--- config.mk ---
export PLATFORM = sky130hd
export DESIGN_NAME = noc_packet_injector
export DESIGN_NICKNAME = d
export VERILOG_FILES = /design/src/rtl/noc_pkg.sv /design/src/rtl/noc_flit_builder.sv /design/src/rtl/noc_packet_injector.sv
export SDC_FILE = /design/constraint.sdc
export NUM_CORES = 1
export LEC_CHECK = 0
export ABC_CLOCK_PERIOD_IN_PS = 3500
export CAP_MARGIN = 15
export CORE_MARGIN = 1.5
export CORE_UTILIZATION = 50
export DETAILED_ROUTE_END_ITERATION = 16
export HOLD_SLACK_MARGIN = 0.02
export PLACE_DENSITY = 0.8
export SLEW_MARGIN = 25
export SYNTH_ARGS = -nofsm -noshare
export SYNTH_HDL_FRONTEND = slang
export SYNTH_SLANG_ARGS = --single-unit
--- constraint.sdc ---
create_clock -name clk -period 3.5 [get_ports clk]
set_input_delay 0.7 -clock clk [delete_from_list [all_inputs] [get_ports clk]]
set_output_delay 0.7 -clock clk [all_outputs]
set_load 0.01 [all_outputs]
--- src/rtl/noc_pkg.sv ---
// Shared definitions for the NoC packet injector: flit type codes, field
// positions, FSM states and the unpacked flit field bundle.
package noc_pkg;

  localparam int unsigned TYPE_W   = 2;
  localparam int unsigned SEQ_W    = 8;
  localparam int unsigned ID_W     = 4;
  localparam int unsigned IDX_W    = 8;
  localparam int unsigned SEQ_LSB  = 8;
  localparam int unsigned SRC_LSB  = 4;
  localparam int unsigned DEST_LSB = 0;
  localparam int unsigned IDX_LSB  = 0;

  localparam logic [TYPE_W-1:0] FLIT_BODY   = 2'b00;
  localparam logic [TYPE_W-1:0] FLIT_HEAD   = 2'b01;
  localparam logic [TYPE_W-1:0] FLIT_TAIL   = 2'b10;
  localparam logic [TYPE_W-1:0] FLIT_SINGLE = 2'b11;

  typedef enum logic [1:0] {
    ST_IDLE,
    ST_SEND,
    ST_GAP,
    ST_DONE
  } inj_state_t;

  typedef struct packed {
    logic [TYPE_W-1:0] ftype;
    logic [SEQ_W-1:0]  seq;
    logic [ID_W-1:0]   src;
    logic [ID_W-1:0]   dest;
    logic [IDX_W-1:0]  idx;
  } flit_fields_t;

  // Type of the flit at position idx in a packet whose last index is last_idx.
  function automatic logic [TYPE_W-1:0] flit_type(input logic [IDX_W-1:0] idx,
                                                  input logic [IDX_W-1:0] last_idx);
    logic [TYPE_W-1:0] t;
    if (last_idx == '0)      t = FLIT_SINGLE;
    else if (idx == '0)      t = FLIT_HEAD;
    else if (idx == last_idx) t = FLIT_TAIL;
    else                     t = FLIT_BODY;
    return t;
  endfunction

endpackage

--- src/rtl/noc_flit_builder.sv ---
// Combinational flit formatter: packs type/seq and either src+dest (head,
// single) or the flit index (body, tail) into one data word.
module noc_flit_builder
  import noc_pkg::*;
#(
  parameter int unsigned DATA_WIDTH = 32
) (
  input  flit_fields_t           fields,
  output logic [DATA_WIDTH-1:0]  data_c
);

  always_comb begin
    data_c = '0;
    data_c[DATA_WIDTH-1 -: TYPE_W] = fields.ftype;
    data_c[SEQ_LSB +: SEQ_W]       = fields.seq;
    if (fields.ftype == FLIT_HEAD || fields.ftype == FLIT_SINGLE) begin
      data_c[SRC_LSB +: ID_W]  = fields.src;
      data_c[DEST_LSB +: ID_W] = fields.dest;
    end else begin
      data_c[IDX_LSB +: IDX_W] = fields.idx;
    end
  end

endmodule

--- src/rtl/noc_packet_injector.sv ---
// Per-node NoC traffic source: on start, sends NUM_PKTS packets of PKT_FLITS
// flits to a latched destination over a valid/ready channel, with idle gaps.
module noc_packet_injector
  import noc_pkg::*;
#(
  parameter int unsigned DATA_WIDTH = 32,
  parameter int unsigned NODE_ID    = 0,
  parameter int unsigned NUM_NODES  = 8,
  parameter int unsigned PKT_FLITS  = 6,
  parameter int unsigned NUM_PKTS   = 5,
  parameter int unsigned GAP_CYCLES = 2,
  localparam int unsigned DEST_W    = (NUM_NODES > 1) ? $clog2(NUM_NODES) : 1
) (
  input  logic                  clk,
  input  logic                  rst,
  input  logic                  start,
  input  logic [DEST_W-1:0]     dest,
  output logic [DATA_WIDTH-1:0] data,
  output logic                  valid,
  input  logic                  ready,
  output logic                  busy,
  output logic                  done,
  output logic [7:0]            pkt_count
);

  localparam int unsigned GAP_W    = (GAP_CYCLES > 1) ? $clog2(GAP_CYCLES) : 1;
  localparam int unsigned GAP_LOAD = (GAP_CYCLES > 0) ? GAP_CYCLES - 1 : 0;
  localparam logic [IDX_W-1:0] LAST_IDX = IDX_W'(PKT_FLITS - 1);
  localparam logic [7:0]       LAST_PKT = 8'(NUM_PKTS - 1);

  inj_state_t        state_q, state_d;
  logic [DEST_W-1:0] dest_q, dest_d;
  logic [IDX_W-1:0]  idx_q, idx_d;
  logic [GAP_W-1:0]  gap_q, gap_d;
  logic [7:0]        pkt_count_d;
  logic              valid_d, busy_d, done_d;
  flit_fields_t      fields;
  logic [DATA_WIDTH-1:0] flit_c;

  // pkt_count doubles as the sequence number of the packet being sent.
  always_comb begin
    state_d     = state_q;
    dest_d      = dest_q;
    idx_d       = idx_q;
    gap_d       = gap_q;
    pkt_count_d = pkt_count;

    case (state_q)
      ST_IDLE: begin
        if (start) begin
          state_d     = ST_SEND;
          dest_d      = dest;
          idx_d       = '0;
          pkt_count_d = '0;
        end
      end
      ST_SEND: begin
        if (valid && ready) begin
          if (idx_q == LAST_IDX) begin
            idx_d       = '0;
            pkt_count_d = pkt_count + 8'd1;
            if (pkt_count == LAST_PKT) begin
              state_d = ST_DONE;
            end else if (GAP_CYCLES > 0) begin
              state_d = ST_GAP;
              gap_d   = GAP_W'(GAP_LOAD);
            end
          end else begin
            idx_d = idx_q + 8'd1;
          end
        end
      end
      ST_GAP: begin
        if (gap_q == '0) state_d = ST_SEND;
        else             gap_d   = gap_q - GAP_W'(1);
      end
      ST_DONE: state_d = ST_IDLE;
      default: state_d = ST_IDLE;
    endcase

    fields.ftype = flit_type(idx_d, LAST_IDX);
    fields.seq   = pkt_count_d;
    fields.src   = ID_W'(NODE_ID);
    fields.dest  = ID_W'(dest_d);
    fields.idx   = idx_d;

    valid_d = (state_d == ST_SEND);
    busy_d  = (state_d != ST_IDLE);
    done_d  = (state_d == ST_DONE);
  end

  noc_flit_builder #(
    .DATA_WIDTH (DATA_WIDTH)
  ) u_flit_builder (
    .fields (fields),
    .data_c (flit_c)
  );

  always_ff @(posedge clk or negedge rst) begin
    if (!rst) begin
      state_q   <= ST_IDLE;
      dest_q    <= '0;
      idx_q     <= '0;
      gap_q     <= '0;
      pkt_count <= '0;
      valid     <= 1'b0;
      data      <= '0;
      busy      <= 1'b0;
      done      <= 1'b0;
    end else begin
      state_q   <= state_d;
      dest_q    <= dest_d;
      idx_q     <= idx_d;
      gap_q     <= gap_d;
      pkt_count <= pkt_count_d;
      valid     <= valid_d;
      data      <= valid_d ? flit_c : '0;
      busy      <= busy_d;
      done      <= done_d;
    end
  end

endmodule

==> results by group, run 1 <==
Status
  – Status: finished, final reports clean

Worst setup path
  – WP data required: 3690 ps
  – CP arrival: 2870 ps
  – Critical Path End Type: flip-flop
  – Launching point of the worst reg2reg path: idx_q[3]
  – Critical Path Sink: data[2]
  – Startpoint Class: primary input
  – FF-to-FF setup slack: 1060 ps
  – Critical Path Fanout Max: 12
  – R2R depth: 6
  – Critical R2R Capture: data[2]
  – WS Path Type: primary input to flip-flop
  – CP startpoint: start

STA
  – Clk_skew: 7.16 ps
  – Final worst slack: 824 ps
  – Fin crit period: 2680 ps
  – Setup TNS: 0 ps
  – RSZ-0062 raised after global routing: no
  – Hold WS: 389 ps
  – Final Max Slew Viols: 0
  – Highest clock rate: 0.374 GHz
  – Slew margin rel.: 0.604
  – Worst-Margin Slew: 594 ps
  – Hold Vio Cnt, Final: 0
  – Final setup viols: 0
  – Fin crit share: 0.765

Cells and area
  – Layout area overhead: 18.9%
  – Area of the multi-input gates: 967 um2
  – Nets: 247
  – Final instance area: 0.00262 mm2
  – Final std cells w/o fill: 286
  – Fin util: 0.636
  – Reg area: 0.00108 mm2
  – Fillcell total: 343
  – Share of layout cells above drive strength 1: 0.127
  – Diodes inserted: 0

Synthesis
  – Sequential area share after synthesis: 0.489
  – Post-Syn Area: 0.00220 mm2
  – Seq cells post-synth: 43
  – Post-synth cell types: 53
  – Cells after Synth: 199
  – Yosys Warn Count: 0
  – Syn_area_per_cell: 11.1 um2

Floorplan
  – Die area: 0.00481 mm2
  – Rows: 23
  – I/O pin count: 50
  – Die width: 69.3 um
  – Die H: 69.3 um
  – Core Box Area: 0.00412 mm2
  – Starting Density: 0.535

Clocking
  – Root Buffer: clkbuf_8
  – Clk sink count: 43
  – Maximum buffer depth of the clock tree: 2
  – Cts bufs inserted: 5
  – Skew-Pair Late Insertion Delay: 290 ps
  – Clk slew on worst S/H paths: 80 ps
  – CTS tree: yes
  – # Post-CTS Setup Buffers: 0
  – Hold buffers post-CTS: 0
  – Cts repair resizes: 0
  – Htree depth: 2

Routing
  – Total Wirelength: 4280 um
  – Via count: 1571
  – Drt first-iter violations: 173
  – DRC Markers: 0
  – Detailed-router iteration count before antenna repair: 4
  – WL/cell: 15.0 um
  – Vias per std cell: 5.49
  – Detail Route Antenna Nets: 0

Min path
  – Hold crit path type: primary input to asynchronous set/reset pin

Global routing
  – Vias in the first global route: 1488
  – First-pass GRT wire length: 7150 um
  – Grt ovf: 0
  – Largest net degree at the start of global routing: 44
  – Tot GR Track Use: 0.187
  – Antenna violations before repair: 0

Placed design
  – DP HPWL: 3050 um
  – DP Worst Slack: 532 ps
  – GP Congestion: 0.832
  – DP Area: 0.00251 mm2
  – Placed cells: 279
  – I/O Buffers: 35

Pwr
  – Leak: 1.19 nW
  – Overall power: 1.84 mW
  – Max VDD drop: 0.000339 V
  – Power Dens Cells: 705 mW/mm2

Flow run
  – Max-Cap Viols: 0
## worst max-delay path: stages
cell             delay [ps]
clkdlybuf4s50_1         430
o21bai_2                510
nor2_1                  190
a2111oi_4               430
or2b_4                  320
inv_2                   100
a21o_1                  190
## flip-flops by register name, summed over array words and instances, names as in the netlist
| register | flops |
|---|---|
| data | 18 |
| idx_q | 8 |
| pkt_count | 8 |
| dest_q | 3 |
| state_q | 2 |
| busy | 1 |
| done | 1 |
| gap_q | 1 |
| valid | 1 |
## final cells by class
class / count / area share
clock buffer: 6 / 0.0277
clock inverter: 1 / 0.0115
inverter: 12 / 0.0172
multi-input combinational: 137 / 0.370
sequential: 43 / 0.411
tap: 50 / 0.0239
timing repair buffer: 37 / 0.139
## layout by cell type, fill, tap and decap left out, drive strengths merged, types with 2 or more instances in the layout
cell type and count:
dfrtp 43, o311ai 3, clkbuf 6, nor3b 2
nand3b 2, nand3 13, inv 12, and2 6
conb 14, o31ai 2, nor2b 6, buf 3
a2111oi 3, clkdlybuf4s50 34, or4 2, o41ai 3
nand4 7, nor3 7, xnor2 2, o21ai 6
a21o 3, o211ai 5, nor2 8, or3b 4
ha 4, and4 2, nand2 17, a21oi 2
## layer usage
| layer | wire [um] | global-route usage |
|---|---|---|
| met5 | 0 | 0 |
| met4 | 73 | 0.0741 |
| met3 | 265 | 0.0567 |
| met2 | 1970 | 0.278 |
| met1 | 1970 | 0.258 |
## where the power goes
part,switching (mW),internal [mW]
Clock,0.156,0.209
Combinational,0.456,0.335
Sequential,0.0907,0.598
## Yosys cell counts, drive strengths merged
library cell  count  area [um2]
a2111oi           3        65.1
or4               2        15.0
a21o              3        22.5
and3              1        7.51
nand4b            1        8.76
dfrtp            43        1080
nor3b             2        15.0
o22ai             1        6.26
buf              19         158
xor2              1        8.76
a21boi            1        11.3
o31ai             2        20.0
nor3              7        45.0
or4b              1        13.8
ha                4        50.1
xnor2             2        17.5
mux2i             1        10.0
o21bai            1        11.3
o311ai            3        33.8
and2b             1        10.0
nor4              1        21.3
nand3            13        65.1
o21ai             6        30.0
nand2            17        63.8
nor4b             1        23.8
nand3b            2        15.0
clkbuf            1        3.75
nor2b             6        40.0
and2              6        40.0
o41ai             3        41.3
nand4             7        43.8
nand2b            1        6.26
o211ai            5        42.5
or3               1        6.26
or2b              1        11.3
a21oi             2        10.0
or3b              4        35.0
and4              2        17.5
conb              1        3.75
nor2              8        30.0
inv              12        45.0
## cells by family after synthesis
kind of cell	share of synthesized area
simple gates	0.243
flops	0.489
buf+inv	0.0938
compound gates	0.134
fa+ha+maj	0.0227
xor+xnor	0.0119
other cells	0.00170
mux	0.00455
## worst min path at each step
stage          startpoint         to  slack, ps  cells past startpoint
5_1_grt               rst    data[4]        420                      1
6_report              rst       done        390                      1
4_1_cts         dest_q[0]  dest_q[0]        490                      2
3_5_place_dp    dest_q[0]  dest_q[0]        470                      2
2_1_floorplan         rst       busy        400                      0
3_3_place_gp    dest_q[2]  dest_q[2]        460                      2
Note: power is estimated with default switching activity, not from simulation.
==> run 2: changes to the inputs <==
ABC_CLOCK_PERIOD_IN_PS = 2210   (was 3500)
CORE_UTILIZATION = 45   (was 50)
PLACE_DENSITY = 0.76   (was 0.8)
clock period = 2.21 ns   (was 3.5 ns; I/O delays follow)
==> run 2 against run 1 <==
  * Total power increased by 83%
  * Sequential share of layout area decreased by 5.2 points
  * Register-to-register slack got worse by 1000 ps
  * Final cell count increased by 19%
  * Critical path depth increased by 1
  * Combinational power increased by 120%
  * Clock power increased by 61%
  * First-iteration DRC count decreased by 14%
==> results by group, run 2 (same netlist as run 1, synthesis figures left out) <==
Cells and area
  – Biggest registers after layout: data (18), idx_q (8), pkt_count (8) (unchanged)
  – Layout area overhead: 36.1% (was 18.9%)
  – Fin util: 0.634 (was 0.636)
  – Fillcell total: 378 (was 343)
  – Reg area: 0.00108 mm2 (unchanged)
  – Final instance area: 0.00300 mm2 (was 0.00262 mm2)
  – Nets: 285 (was 247)
  – Diodes inserted: 0 (unchanged)
  – Most flops, register: data (unchanged)
  – Area of the multi-input gates: 0.00104 mm2 (was 967 um2)
  – Share of layout cells above drive strength 1: 0.285 (was 0.127)
  – Most frequent cells in the layout: 43 x dfrtp_1, 39 x buf_4, 33 x clkdlybuf4s50_1, 17 x nand2_1, 14 x conb_1 (was 43 x dfrtp_1, 34 x clkdlybuf4s50_1, 17 x nand2_1, 14 x conb_1, 13 x nand3_1)
  – Commonest non-fill, non-tap cell in the layout: dfrtp_1 (unchanged)
  – Max reg flops: 18 (unchanged)

STA
  – Fin crit period: 2200 ps
  – Worst-Margin Slew: 528 ps (was 594 ps)
  – Final worst slack: 11.4 ps (was 824 ps)
  – Highest clock rate: 0.455 GHz
  – Final Max Slew Viols: 0 (unchanged)
  – Fin crit share: 0.995
  – RSZ-0062 raised after global routing: yes (was no)
  – Clk_skew: 6.76 ps (was 7.16 ps)
  – Hold WS: 200 ps (was 389 ps)
  – Slew margin rel.: 0.648 (was 0.604)
  – Final setup viols: 0 (unchanged)
  – Hold Vio Cnt, Final: 0 (unchanged)

Worst setup path
  – Crit path largest cell delay: 400 ps (was 510 ps)
  – CP arrival: 2390 ps (was 2870 ps)
  – Worst path slowest cell: dfrtp_1 (was o21bai_2)
  – R2R depth: 8 (was 6)
  – CP cell instances: ha_1 > nor4b_4 > and3_2 > buf_4 > nand4_1 > o311ai_1 > o41ai_2 > and2_1 (was clkdlybuf4s50_1 > o21bai_2 > nor2_1 > a2111oi_4 > or2b_4 > inv_2 > a21o_1)
  – WS Path Type: flip-flop to flip-flop (was primary input to flip-flop)
  – WP data required: 2400 ps (was 3690 ps)
  – Startpoint Class: flip-flop (was primary input)
  – Critical Path End Type: flip-flop (unchanged)
  – Critical Path Fanout Max: 4 (was 12)

Clocking
  – Clk sink count: 43 (unchanged)
  – Root Buffer: clkbuf_8 (unchanged)
  – CTS tree: yes (unchanged)
  – Cts bufs inserted: 5 (unchanged)
  – Skew-Pair Late Insertion Delay: 290 ps (about the same)
  – Htree depth: 2 (unchanged)
  – Maximum buffer depth of the clock tree: 2 (unchanged)
  – Clk slew on worst S/H paths: 80 ps (about the same)

Flow run
  – Max-Cap Viols: 0 (unchanged)

Global routing
  – Grt ovf: 0 (unchanged)
  – Antenna violations before repair: 0 (unchanged)
  – Met3 Usage GRT: 0.0511 (was 0.0567)
  – Largest net degree at the start of global routing: 44 (unchanged)
  – First-pass GRT wire length: 8060 um (was 7150 um)
  – Vias in the first global route: 1693 (was 1488)
  – M2 GR Usage: 0.326 (was 0.278)
  – GR Util met1: 0.265 (was 0.258)
  – Tot GR Track Use: 0.202 (was 0.187)
  – Gr busiest metal: met2 (unchanged)

Floorplan
  – Core Box Area: 0.00472 mm2 (was 0.00412 mm2)
  – Starting Density: 0.466 (was 0.535)
  – Die area: 0.00532 mm2 (was 0.00481 mm2)
  – Die H: 72.9 um (was 69.3 um)
  – I/O pin count: 50 (unchanged)
  – Die width: 72.9 um (was 69.3 um)
  – Rows: 25 (was 23)

Min path
  – Hold crit path type: primary input to asynchronous set/reset pin (unchanged)

Pwr
  – Logic pwr share: 0.512 (was 0.429)
  – Internal: 2.11 mW (was 1.14 mW)
  – Psw: 1.27 mW (was 0.702 mW)
  – Power Dens Cells: 1130 mW/mm2 (was 705 mW/mm2)
  – Flop pwr share: 0.314 (was 0.373)
  – Switching portion of total power: 0.375 (was 0.381)
  – Leak: 1.40 nW (was 1.19 nW)
  – Max VDD drop: 0.000487 V (was 0.000339 V)
  – Clk network pwr share: 0.174 (was 0.198)

Routing
  – Detailed-router iteration count before antenna repair: 4 (unchanged)
  – Total Wirelength: 4830 um (was 4280 um)
  – Vias per std cell: 5.11 (was 5.49)
  – WL/cell: 14.2 um (was 15.0 um)
  – Detail Route Antenna Nets: 0 (unchanged)
  – Drt first-iter violations: 148 (was 173)
  – Via count: 1743 (was 1571)
  – DRC Markers: 0 (unchanged)

Status
  – Status: finished, final reports clean (unchanged)

Placed design
  – DP Area: 0.00279 mm2 (was 0.00251 mm2)
  – DP Worst Slack: -359 ps (was 532 ps)
  – GP Congestion: 0.923 (was 0.832)
  – I/O Buffers: 35 (unchanged)
  – DP HPWL: 3510 um (was 3050 um)
[run 2: metrics by stage]
step / TNS [ps] / instances / power, mW
finish: 0 / 341 / 3.38
detailed placement: -4540 / 330 / 2.65
global route: -390 / 341 / 3.60
global placement: -3470 / 330 / 2.63
CTS: -0.717 / 338 / 3.28
floorplan: 0 / 212 / 2.01
[run 2: final timing paths]
check	from	to	slack (ps)
setup / recovery	idx_q[0]	data[15]	10
hold / removal	rst	pkt_count[2]	200
setup reg to reg	idx_q[0]	data[15]	10
hold reg to reg	dest_q[0]	dest_q[0]	480
max in group asynchronous	rst	data[9]	1640
min in group clk	dest_q[0]	dest_q[0]	480
[run 2: area by class of cell]
cell class / count / area share
Sequential cell: 43 / 0.359
Multi-Input combinational cell: 137 / 0.347
Timing Repair Buffer: 75 / 0.216
Tap cell: 67 / 0.0280
Clock buffer: 6 / 0.0242
Inverter: 12 / 0.0150
Clock inverter: 1 / 0.0100
[run 2: power groups by stage]
stage                     Sequential, mW  Clock (mW)  Combinational, mW
after floorplan                     1.08           0              0.928
after global placement              1.08           0               1.55
after detailed placement            1.07           0               1.58
after CTS                           1.06       0.599               1.62
after global routing                1.08       0.638               1.89
final                               1.06       0.586               1.73
[run 2: per-layer routing]
layer	vias up	wire length [um]
li1	828	-
met1	860	2090
met4	0	69
met3	8	208
met5	-	0
met2	47	2470
[run 2: repair_timing]
| item | 4_1_cts | 5_1_grt |
|---|---|---|
| hold buffers | 0 | 0 |
| resized for setup | 3 | 13 |
| endpoints found under the setup margin | 5 | 11 |
| buffers inserted | 1 | 3 |
| cloned | 0 | 0 |
| pin swaps | 4 | 1 |
[run 2: worst max-delay path, delay by kind of cell, from the launching register on]
family	cells	cell delay [ps]
AO/OA/AOI/OAI	2	520
adder cells (fa/ha/maj)	1	190
buffers and inverters	1	130
flip-flops	1	400
AND/OR/NAND/NOR	4	860
